<file path="config.mk">
export PLATFORM = sky130hd
export DESIGN_NAME = chunked_adder
export DESIGN_NICKNAME = d
export VERILOG_FILES = /design/src/rtl/adder_pkg.sv /design/src/rtl/chunk_add.sv /design/src/rtl/chunked_adder.sv
export SDC_FILE = /design/constraint.sdc
export NUM_CORES = 1
export LEC_CHECK = 0
export BUFFER_PORTS_ARGS = -buffer_cell sky130_fd_sc_hd__buf_4
export CAP_MARGIN = 25
export CORE_MARGIN = 2
export CORE_UTILIZATION = 45
export CTS_BUF_LIST = sky130_fd_sc_hd__clkbuf_8
export DETAILED_ROUTE_END_ITERATION = 7
export PLACE_DENSITY = 0.68
export SLEW_MARGIN = 10
export SYNTH_ARGS = -nofsm -noshare
export SYNTH_HDL_FRONTEND = slang
export SYNTH_SLANG_ARGS = --single-unit
</file>
<file path="constraint.sdc">
create_clock -name clock -period 19.2 [get_ports clock]
set_input_delay 2.88 -clock clock [delete_from_list [all_inputs] [get_ports clock]]
set_output_delay 2.88 -clock clock [all_outputs]
set_load 0.02 [all_outputs]
</file>
<file path="src/rtl/adder_pkg.sv">
// Shared types and helpers for the chunked add/subtract unit.
package adder_pkg;

    typedef enum logic [1:0] {
        IDLE,
        RUN,
        DONE
    } state_t;

    // Chunk-index width: clog2(WIDTH/CHUNK), never below one bit.
    function automatic int idx_width(input int width, input int chunk);
        int n;
        n = width / chunk;
        if (n <= 2) begin
            return 1;
        end
        return $clog2(n);
    endfunction

endpackage

</file>
<file path="src/rtl/chunk_add.sv">
// One CHUNK-bit slice of the ripple adder, plus the carry into its MSB
// so the top can derive signed overflow on the final slice.
module chunk_add #(
    parameter int CHUNK = 8
) (
    input  logic [CHUNK-1:0] a,
    input  logic [CHUNK-1:0] b,
    input  logic             cin,
    output logic [CHUNK-1:0] s,
    output logic             cout,
    output logic             c_msb_in
);

    logic [CHUNK:0] total;

    assign total    = {1'b0, a} + {1'b0, b} + {{CHUNK{1'b0}}, cin};
    assign s        = total[CHUNK-1:0];
    assign cout     = total[CHUNK];
    // The MSB sum bit is a^b^carry_in, so the carry into it falls out by XOR.
    assign c_msb_in = a[CHUNK-1] ^ b[CHUNK-1] ^ s[CHUNK-1];

endmodule

</file>
<file path="src/rtl/chunked_adder.sv">
// Multi-cycle add/subtract: CHUNK bits per clock, LSB chunk first.
// Optional macro ADDER_ZERO_FLAG_EN adds a registered zero-result output.
module chunked_adder
    import adder_pkg::*;
#(
    parameter int WIDTH = 32,
    parameter int CHUNK = 8
) (
    input  logic             clock,
    input  logic             reset,
    input  logic             start,
    input  logic             sub,
    input  logic [WIDTH-1:0] a,
    input  logic [WIDTH-1:0] b,
    input  logic             cin,
    output logic             busy,
    output logic             done,
    output logic [WIDTH-1:0] sum,
    output logic             cout,
    output logic             overflow
`ifdef ADDER_ZERO_FLAG_EN
    ,
    output logic             zero
`endif
);

    localparam int N    = WIDTH / CHUNK;
    localparam int IDXW = idx_width(WIDTH, CHUNK);

    state_t            state_reg;
    logic [IDXW-1:0]   idx_reg;
    logic [WIDTH-1:0]  a_reg;
    logic [WIDTH-1:0]  b_reg;
    logic              carry_reg;
    logic              busy_reg;
    logic              done_reg;
    logic              cout_reg;
    logic              overflow_reg;

    logic              accept;
    logic              last_chunk;
    logic [CHUNK-1:0]  chunk_s;
    logic              chunk_cout;
    logic              chunk_c_msb;

    assign accept     = start && ((state_reg == IDLE) || (state_reg == DONE));
    assign last_chunk = (idx_reg == IDXW'(N - 1));

    // Operand registers shift right each RUN cycle, so the current chunk
    // always sits in the low bits and no wide index mux is needed.
    chunk_add #(
        .CHUNK (CHUNK)
    ) u_chunk_add (
        .a        (a_reg[CHUNK-1:0]),
        .b        (b_reg[CHUNK-1:0]),
        .cin      (carry_reg),
        .s        (chunk_s),
        .cout     (chunk_cout),
        .c_msb_in (chunk_c_msb)
    );

    always_ff @(posedge clock) begin
        if (!reset) begin
            state_reg    <= IDLE;
            idx_reg      <= '0;
            carry_reg    <= 1'b0;
            busy_reg     <= 1'b0;
            done_reg     <= 1'b0;
            cout_reg     <= 1'b0;
            overflow_reg <= 1'b0;
        end else begin
            case (state_reg)
                IDLE, DONE: begin
                    done_reg <= 1'b0;
                    if (start) begin
                        a_reg     <= a;
                        b_reg     <= sub ? ~b : b;
                        carry_reg <= sub ? 1'b1 : cin;
                        idx_reg   <= '0;
                        busy_reg  <= 1'b1;
                        state_reg <= RUN;
                    end else begin
                        busy_reg  <= 1'b0;
                        state_reg <= IDLE;
                    end
                end
                RUN: begin
                    a_reg     <= a_reg >> CHUNK;
                    b_reg     <= b_reg >> CHUNK;
                    carry_reg <= chunk_cout;
                    if (last_chunk) begin
                        cout_reg     <= chunk_cout;
                        overflow_reg <= chunk_cout ^ chunk_c_msb;
                        busy_reg     <= 1'b0;
                        done_reg     <= 1'b1;
                        state_reg    <= DONE;
                    end else begin
                        idx_reg <= idx_reg + 1'b1;
                    end
                end
                default: begin
                    busy_reg  <= 1'b0;
                    done_reg  <= 1'b0;
                    state_reg <= IDLE;
                end
            endcase
        end
    end

`ifdef ADDER_ZERO_FLAG_EN
    logic [WIDTH-1:0] sum_final;
    logic             zero_reg;
`endif

    // Each result chunk owns its register; it loads only when idx selects it.
    for (genvar gi = 0; gi < N; gi++) begin : gen_sum
        logic [CHUNK-1:0] chunk_reg;

        always_ff @(posedge clock) begin
            if (!reset) begin
                chunk_reg <= '0;
            end else if (accept) begin
                chunk_reg <= '0;
            end else if ((state_reg == RUN) && (idx_reg == IDXW'(gi))) begin
                chunk_reg <= chunk_s;
            end
        end

        assign sum[gi*CHUNK +: CHUNK] = chunk_reg;
`ifdef ADDER_ZERO_FLAG_EN
        // The top chunk is still in flight on the final edge, so use the adder output.
        assign sum_final[gi*CHUNK +: CHUNK] = (gi == N - 1) ? chunk_s : chunk_reg;
`endif
    end

`ifdef ADDER_ZERO_FLAG_EN
    always_ff @(posedge clock) begin
        if (!reset) begin
            zero_reg <= 1'b0;
        end else if ((state_reg == RUN) && last_chunk) begin
            zero_reg <= (sum_final == '0);
        end
    end

    assign zero = zero_reg;
`endif

    assign busy     = busy_reg;
    assign done     = done_reg;
    assign cout     = cout_reg;
    assign overflow = overflow_reg;

endmodule

</file>
## Word-level counts from Yosys, hierarchy flattened

Cells that the tools add are included.

- Bits in registers: 105
- Logic and storage cells: 62

- $add $sub $neg: 3
- Eq/ne operators: 8
- Mux-type cells: 17
- Bitwise gates (word level): 5
- Reductions and logical operators: 16

Operator list:

| cell | count |
|---|---|
| 32-bit one-hot mux with 2 select lines | 2 |
| 32-bit two-way mux | 3 |
| 32-bit NOT | 1 |
| 8-bit by 8-bit adder with 9-bit output | 1 |
| 9-bit by 1-bit adder with 9-bit output | 1 |
| 2-bit one-hot mux with 2 select lines | 2 |
| 2-bit == test (second input constant) | 3 |
| 2-bit two-way mux | 3 |
| 2-bit != test (second input constant) | 3 |
| 2-bit AND reduction | 3 |
| 3-bit AND reduction | 2 |
| 1-bit logical AND | 5 |
| 1-bit two-way mux | 5 |
| 2-bit by 1-bit == test with 1-bit output (second input constant) | 2 |
| 2-bit logical NOT | 2 |
| 1-bit one-hot mux with 2 select lines | 2 |
| 2-bit OR reduction | 2 |
| 1-bit bitwise XOR | 3 |
| 2-bit by 1-bit adder with 2-bit output (second input constant) | 1 |
| 2-bit nonzero test | 1 |
| 1-bit logical OR | 1 |
| 1-bit NOT | 1 |

## Longest topological paths before layout

- Depth after elaboration: 4
- Mapped depth: 8
- Mapped depth without buffers: 8

## Cells and area by module

From an unflattened synthesis, not the netlist that was laid out.

- Cells, all modules: 482
- Area total of the unflattened synthesis: 4843.4 um2

Modules (own cells, without submodules):

| module | instances | cells each | area each (um2) | sequential area each (um2) |
|---|---|---|---|---|
| chunked_adder | 1 | 439 | 4498.1 | 2742.6 |
| chunk_add | 1 | 43 | 345.3 | 0.0 |

## Worst setup path before layout

No wires, ideal clock.

- Kind: input to register
- Start: input port reset
- End: register a_reg[0], enable pin
- Library setup time: 0.584 ns
- Data arrival time: 7.793 ns
- Required time: 18.616 ns
- Slack: 10.823 ns
- Stages on the path: 2
- Path buffers: 1
- Cells stage by stage: clkbuf_1 -> a21boi_0

- Longest elaborated chain between the ends: 1

Ends and longest elaborated chain:

| what | RTL line | RTL |
|---|---|---|
| start: declaration | chunked_adder.sv:10 | `input logic reset,` |
| 3-bit AND reduction (no line) | - |  |
| end signal: assignment | chunked_adder.sv:88 | `a_reg <= a_reg >> CHUNK;` |
| end: declaration | chunked_adder.sv:32 | `logic [WIDTH-1:0] a_reg;` |

No other way between the ends.
A chain may end at the register's enable or synchronous reset.

## Final worst setup path

- Start: input port start
- End: register gen_sum[1].chunk_reg[6]

- Longest elaborated chain between the ends: 2

Ends and longest elaborated chain:

| what | RTL line | RTL |
|---|---|---|
| start: declaration | chunked_adder.sv:11 | `input logic start,` |
| 1-bit logical AND | chunked_adder.sv:46 | `assign accept = start && ((state_reg == IDLE) \|\| (state_reg == DONE));` |
| 2-bit OR reduction (no line) | - |  |
| end signal: assignment | chunked_adder.sv:125 | `chunk_reg <= chunk_s;` |
| end: declaration | chunked_adder.sv:117 | `logic [CHUNK-1:0] chunk_reg;` |

No other way between the ends.

==> results.py <==
metrics = {
    "finish": {
        "nNetsFinal": 638,
        "fin_util_pct": 56.9,
        "num_antenna_cells": 0,
        "drive_above_1_share_pct": 24.2,
        "instances_no_fill": 697,
        "area_delta_synth_final_pct": 22.2,
    },
    "setup_path": {
        "crit_required_ns": 19.49,
        "crit_slowest_cell": "or3_1",
        "worst-path-stages": 5,
        "crit_type": "input pin to register",
        "crit_family": "simple AND/OR/NAND/NOR gates",
        "path_cells": "buf_4, nand2b_2, nand2_1, or3_1, o211ai_1",
        "start_kind": "input pin",
        "crit_path_end": "gen_sum[1].chunk_reg[6]$_SDFFE_PP0P_",
        "reg2reg_setup_slack_ns": 16.97,
        "crit_start": "start",
        "critical_path_arrival_ns": 4.33,
        "end_kind": "register",
        "r2r_start": "a_reg[0]$_DFFE_PP_",
        "r2r_end": "gen_sum[3].chunk_reg[6]$_SDFFE_PP0P_",
        "worstPathMaxFanout": 26,
        "cp_num_buf_inv": 1,
        "slowest_delay_ns": 0.52,
        "rr_worst_depth": 8,
    },
    "global_routing": {
        "grtUsageTotal_pct": 16.8,
        "grt_overflow": 0,
        "grt_pass1_wl_mm": 15.2,
        "antenna_found_initial": 0,
        "first_global_vias": 3240,
        "grt_max_degree": 81,
    },
    "timing": {
        "drv_slew": 0,
        "worst_pin_slew_ns": 0.791,
        "clock_skew_ns": 0.00953,
        "final-setup-viol-count": 0,
        "slew_headroom_pct": 47.1,
        "layout_setup_ws_ns": 15.16,
        "fin_crit_sh_pct": 21.0,
        "finalSetupTns_ns": 0,
        "fmax_mhz": 248,
        "hold_slack_ns": 0.460,
        "period_needed_ns": 4.04,
        "rsz0062_at_grt": "no",
        "finalHoldViolCount": 0,
    },
    "clock_network": {
        "ctsHoldBuffers": 0,
        "clk_pin_slew_worst_paths_ns": 0.10,
        "post-cts-setup-buffers": 0,
        "cts_buffers": 9,
        "clk_latency_ns": 0.37,
        "clk_path_buf_depth": 2,
        "cts_tree": "done",
        "ctsResizeCount": 0,
        "htree_levels": 3,
        "clock-sinks": 105,
        "clock-root-buffer": "clkbuf_8",
    },
    "route": {
        "wirelength_mm": 9.34,
        "vias": 3436,
        "dr.pass1.iters": 4,
        "drc": 0,
        "drtIter0Drc": 91,
        "wl_per_cell_um": 13.4,
        "ant_nets": 0,
        "viasPerCell": 4.93,
    },
    "flow_run": {
        "drv_cap": 0,
    },
    "floorplan": {
        "io_pins": 105,
        "fp-row-count": 37,
        "die_area_um2": 11500,
        "core_area_um2": 10300,
        "die_h_um": 107,
        "start_util_pct": 46.5,
        "die_width_um": 107,
    },
    "logic_synthesis": {
        "synth.yosys.seq_area_share_pct": 57.1,
        "synth_xor_xnor_area_share_pct": 6.75,
        "netlist_area_um2": 4800,
        "synth_ff_type": "edfxtp_1",
        "synth_fa_ha_area_share_pct": 3.70,
        "synthMuxAreaShare_pct": 0,
        "avgSynthCellArea_um2": 10.4,
        "syn_nets": 546,
        "synth_edf_count": 64,
        "synth_compound_area_share_pct": 11.9,
        "syn_inst": 464,
        "synth-simple-area-share_pct": 17.4,
        "synth_top_family_by_area": "simple AND/OR/NAND/NOR gates",
        "yosys_warnings": 0,
        "synth_async_sr_flop_share_pct": 0,
        "synth-seq-cells": 105,
        "synth_cell_types": 48,
    },
    "placed_design": {
        "dp_cells": 681,
        "numPortBuffers": 104,
        "dp_worst_setup_slack_ns": 14.79,
        "dp_hpwl_mm": 6.67,
        "place_congestion": 0.841,
    },
    "pwr": {
        "p_int_uw": 353,
        "peakVddDrop_mv": 0.0505,
        "swShare_pct": 27.2,
        "clock_power_share_pct": 29.5,
        "p_seq_share_pct": 53.9,
        "p_per_area_nw_per_um2": 82.7,
        "power.leakage_nw": 2.41,
        "comb_power_share_pct": 16.6,
        "p_sw_uw": 132,
    },
    "worst_hold_path": {
        "hold_class": "register to register",
        "worstHoldPathCells": 2,
    },
    "outcome": {
        "outcome": "finished, final reports clean",
    },
}
[power by group through the flow]
stage	Clock [mW]	Sequential, mW	Combinational [mW]
after floorplan	0	0.269	0.0532
after global placement	0	0.266	0.0787
after detailed placement	0	0.267	0.0811
after CTS	0.147	0.262	0.0812
after global routing	0.154	0.263	0.0908
final	0.143	0.262	0.0806
[through the flow]
stage / area, um2 / total power [mW]
finish: 5870 / 0.485
global placement: 5660 / 0.345
CTS: 5870 / 0.490
floorplan: 4800 / 0.322
global route: 5870 / 0.508
detailed placement: 5660 / 0.348
[worst min-delay path, cell delays in order, from the launching register on]
cell     delay [ns]
dfxtp_1        0.32
nand2_1        0.05
a21oi_1        0.05
[worst min path at each step]
stage	startpoint	endpoint
4_1_cts	gen_sum[1].chunk_reg[4]$_SDFFE_PP0P_	gen_sum[1].chunk_reg[4]$_SDFFE_PP0P_
5_1_grt	gen_sum[1].chunk_reg[4]$_SDFFE_PP0P_	gen_sum[1].chunk_reg[4]$_SDFFE_PP0P_
3_5_place_dp	gen_sum[1].chunk_reg[4]$_SDFFE_PP0P_	gen_sum[1].chunk_reg[4]$_SDFFE_PP0P_
6_report	gen_sum[1].chunk_reg[4]$_SDFFE_PP0P_	gen_sum[1].chunk_reg[4]$_SDFFE_PP0P_
3_3_place_gp	gen_sum[1].chunk_reg[0]$_SDFFE_PP0P_	gen_sum[1].chunk_reg[0]$_SDFFE_PP0P_
2_1_floorplan	a_reg[8]$_DFFE_PP_	a_reg[0]$_DFFE_PP_
[routing by layer]
metal	vias to the layer above	GRT usage, %	part of all wire, %
li1	1762	-	-
met1	1537	22.1	45
met2	124	27.1	47
met3	13	4.96	6.6
met4	0	4.82	1.2
met5	-	0	0
[cell families after synthesis]
kind of cell,after synthesis
flip-flops,105
adder cells (fa/ha/maj),13
AO/OA/AOI/OAI,84
AND/OR/NAND/NOR,193
buffers and inverters,32
XOR/XNOR,37
[synth_stat cells (2+ instances only)]
master | instances | area (um2)
or3_1 | 3 | 18.8
a211oi_1 | 5 | 37.5
clkbuf_1 | 10 | 37.5
fa_1 | 2 | 40.0
nand2_1 | 131 | 492
inv_1 | 5 | 18.8
a21o_1 | 3 | 22.5
nor2b_1 | 2 | 12.5
clkbuf_2 | 3 | 15.0
nor3_1 | 2 | 10.0
and2_1 | 14 | 87.6
nand2_4 | 2 | 22.5
xor2_1 | 3 | 26.3
edfxtp_1 | 64 | 1920
buf_6 | 2 | 22.5
o211a_1 | 2 | 20.0
a21oi_4 | 2 | 32.5
nand2b_1 | 3 | 18.8
o21ai_0 | 30 | 150
ha_1 | 11 | 138
a21oi_1 | 19 | 95.1
nor2_1 | 24 | 90.1
o211ai_1 | 4 | 30.0
a22o_1 | 8 | 70.1
nand3_1 | 5 | 25.0
a21boi_0 | 2 | 15.0
xnor2_1 | 34 | 298
dfxtp_1 | 41 | 821
buf_2 | 9 | 45.0
[placed cells by master, fill, tap and decap left out, types with 2 or more instances in the layout]
cell and n:
ha_1 11, fa_1 2, nand2_1 131, clkbuf_8 9, xor2_1 3, nor3_1 2
o211a_1 2, buf_4 107, a21oi_4 2, dfxtp_1 41, a22o_1 8, o21ai_0 30
and2_1 14, nor2b_1 2, edfxtp_1 64, a21o_1 3, nand2_4 2, a211oi_1 5
o211ai_1 4, nand3_1 5, or3_1 3, a21oi_1 19, xnor2_1 34, inv_1 5
inv_6 2, nand2b_1 3, nor2_1 24
[area by class of cell]
type | count | area, um2
fillers | 881 | 4450
flip-flops and latches | 105 | 2740
multi-input cells | 327 | 1920
repair buffers | 107 | 803
well taps | 136 | 170
clock buffers | 9 | 124
clock inverters | 7 | 88.8
inverters | 6 | 22.5
No activity file was read; power rests on OpenSTA's default activity.
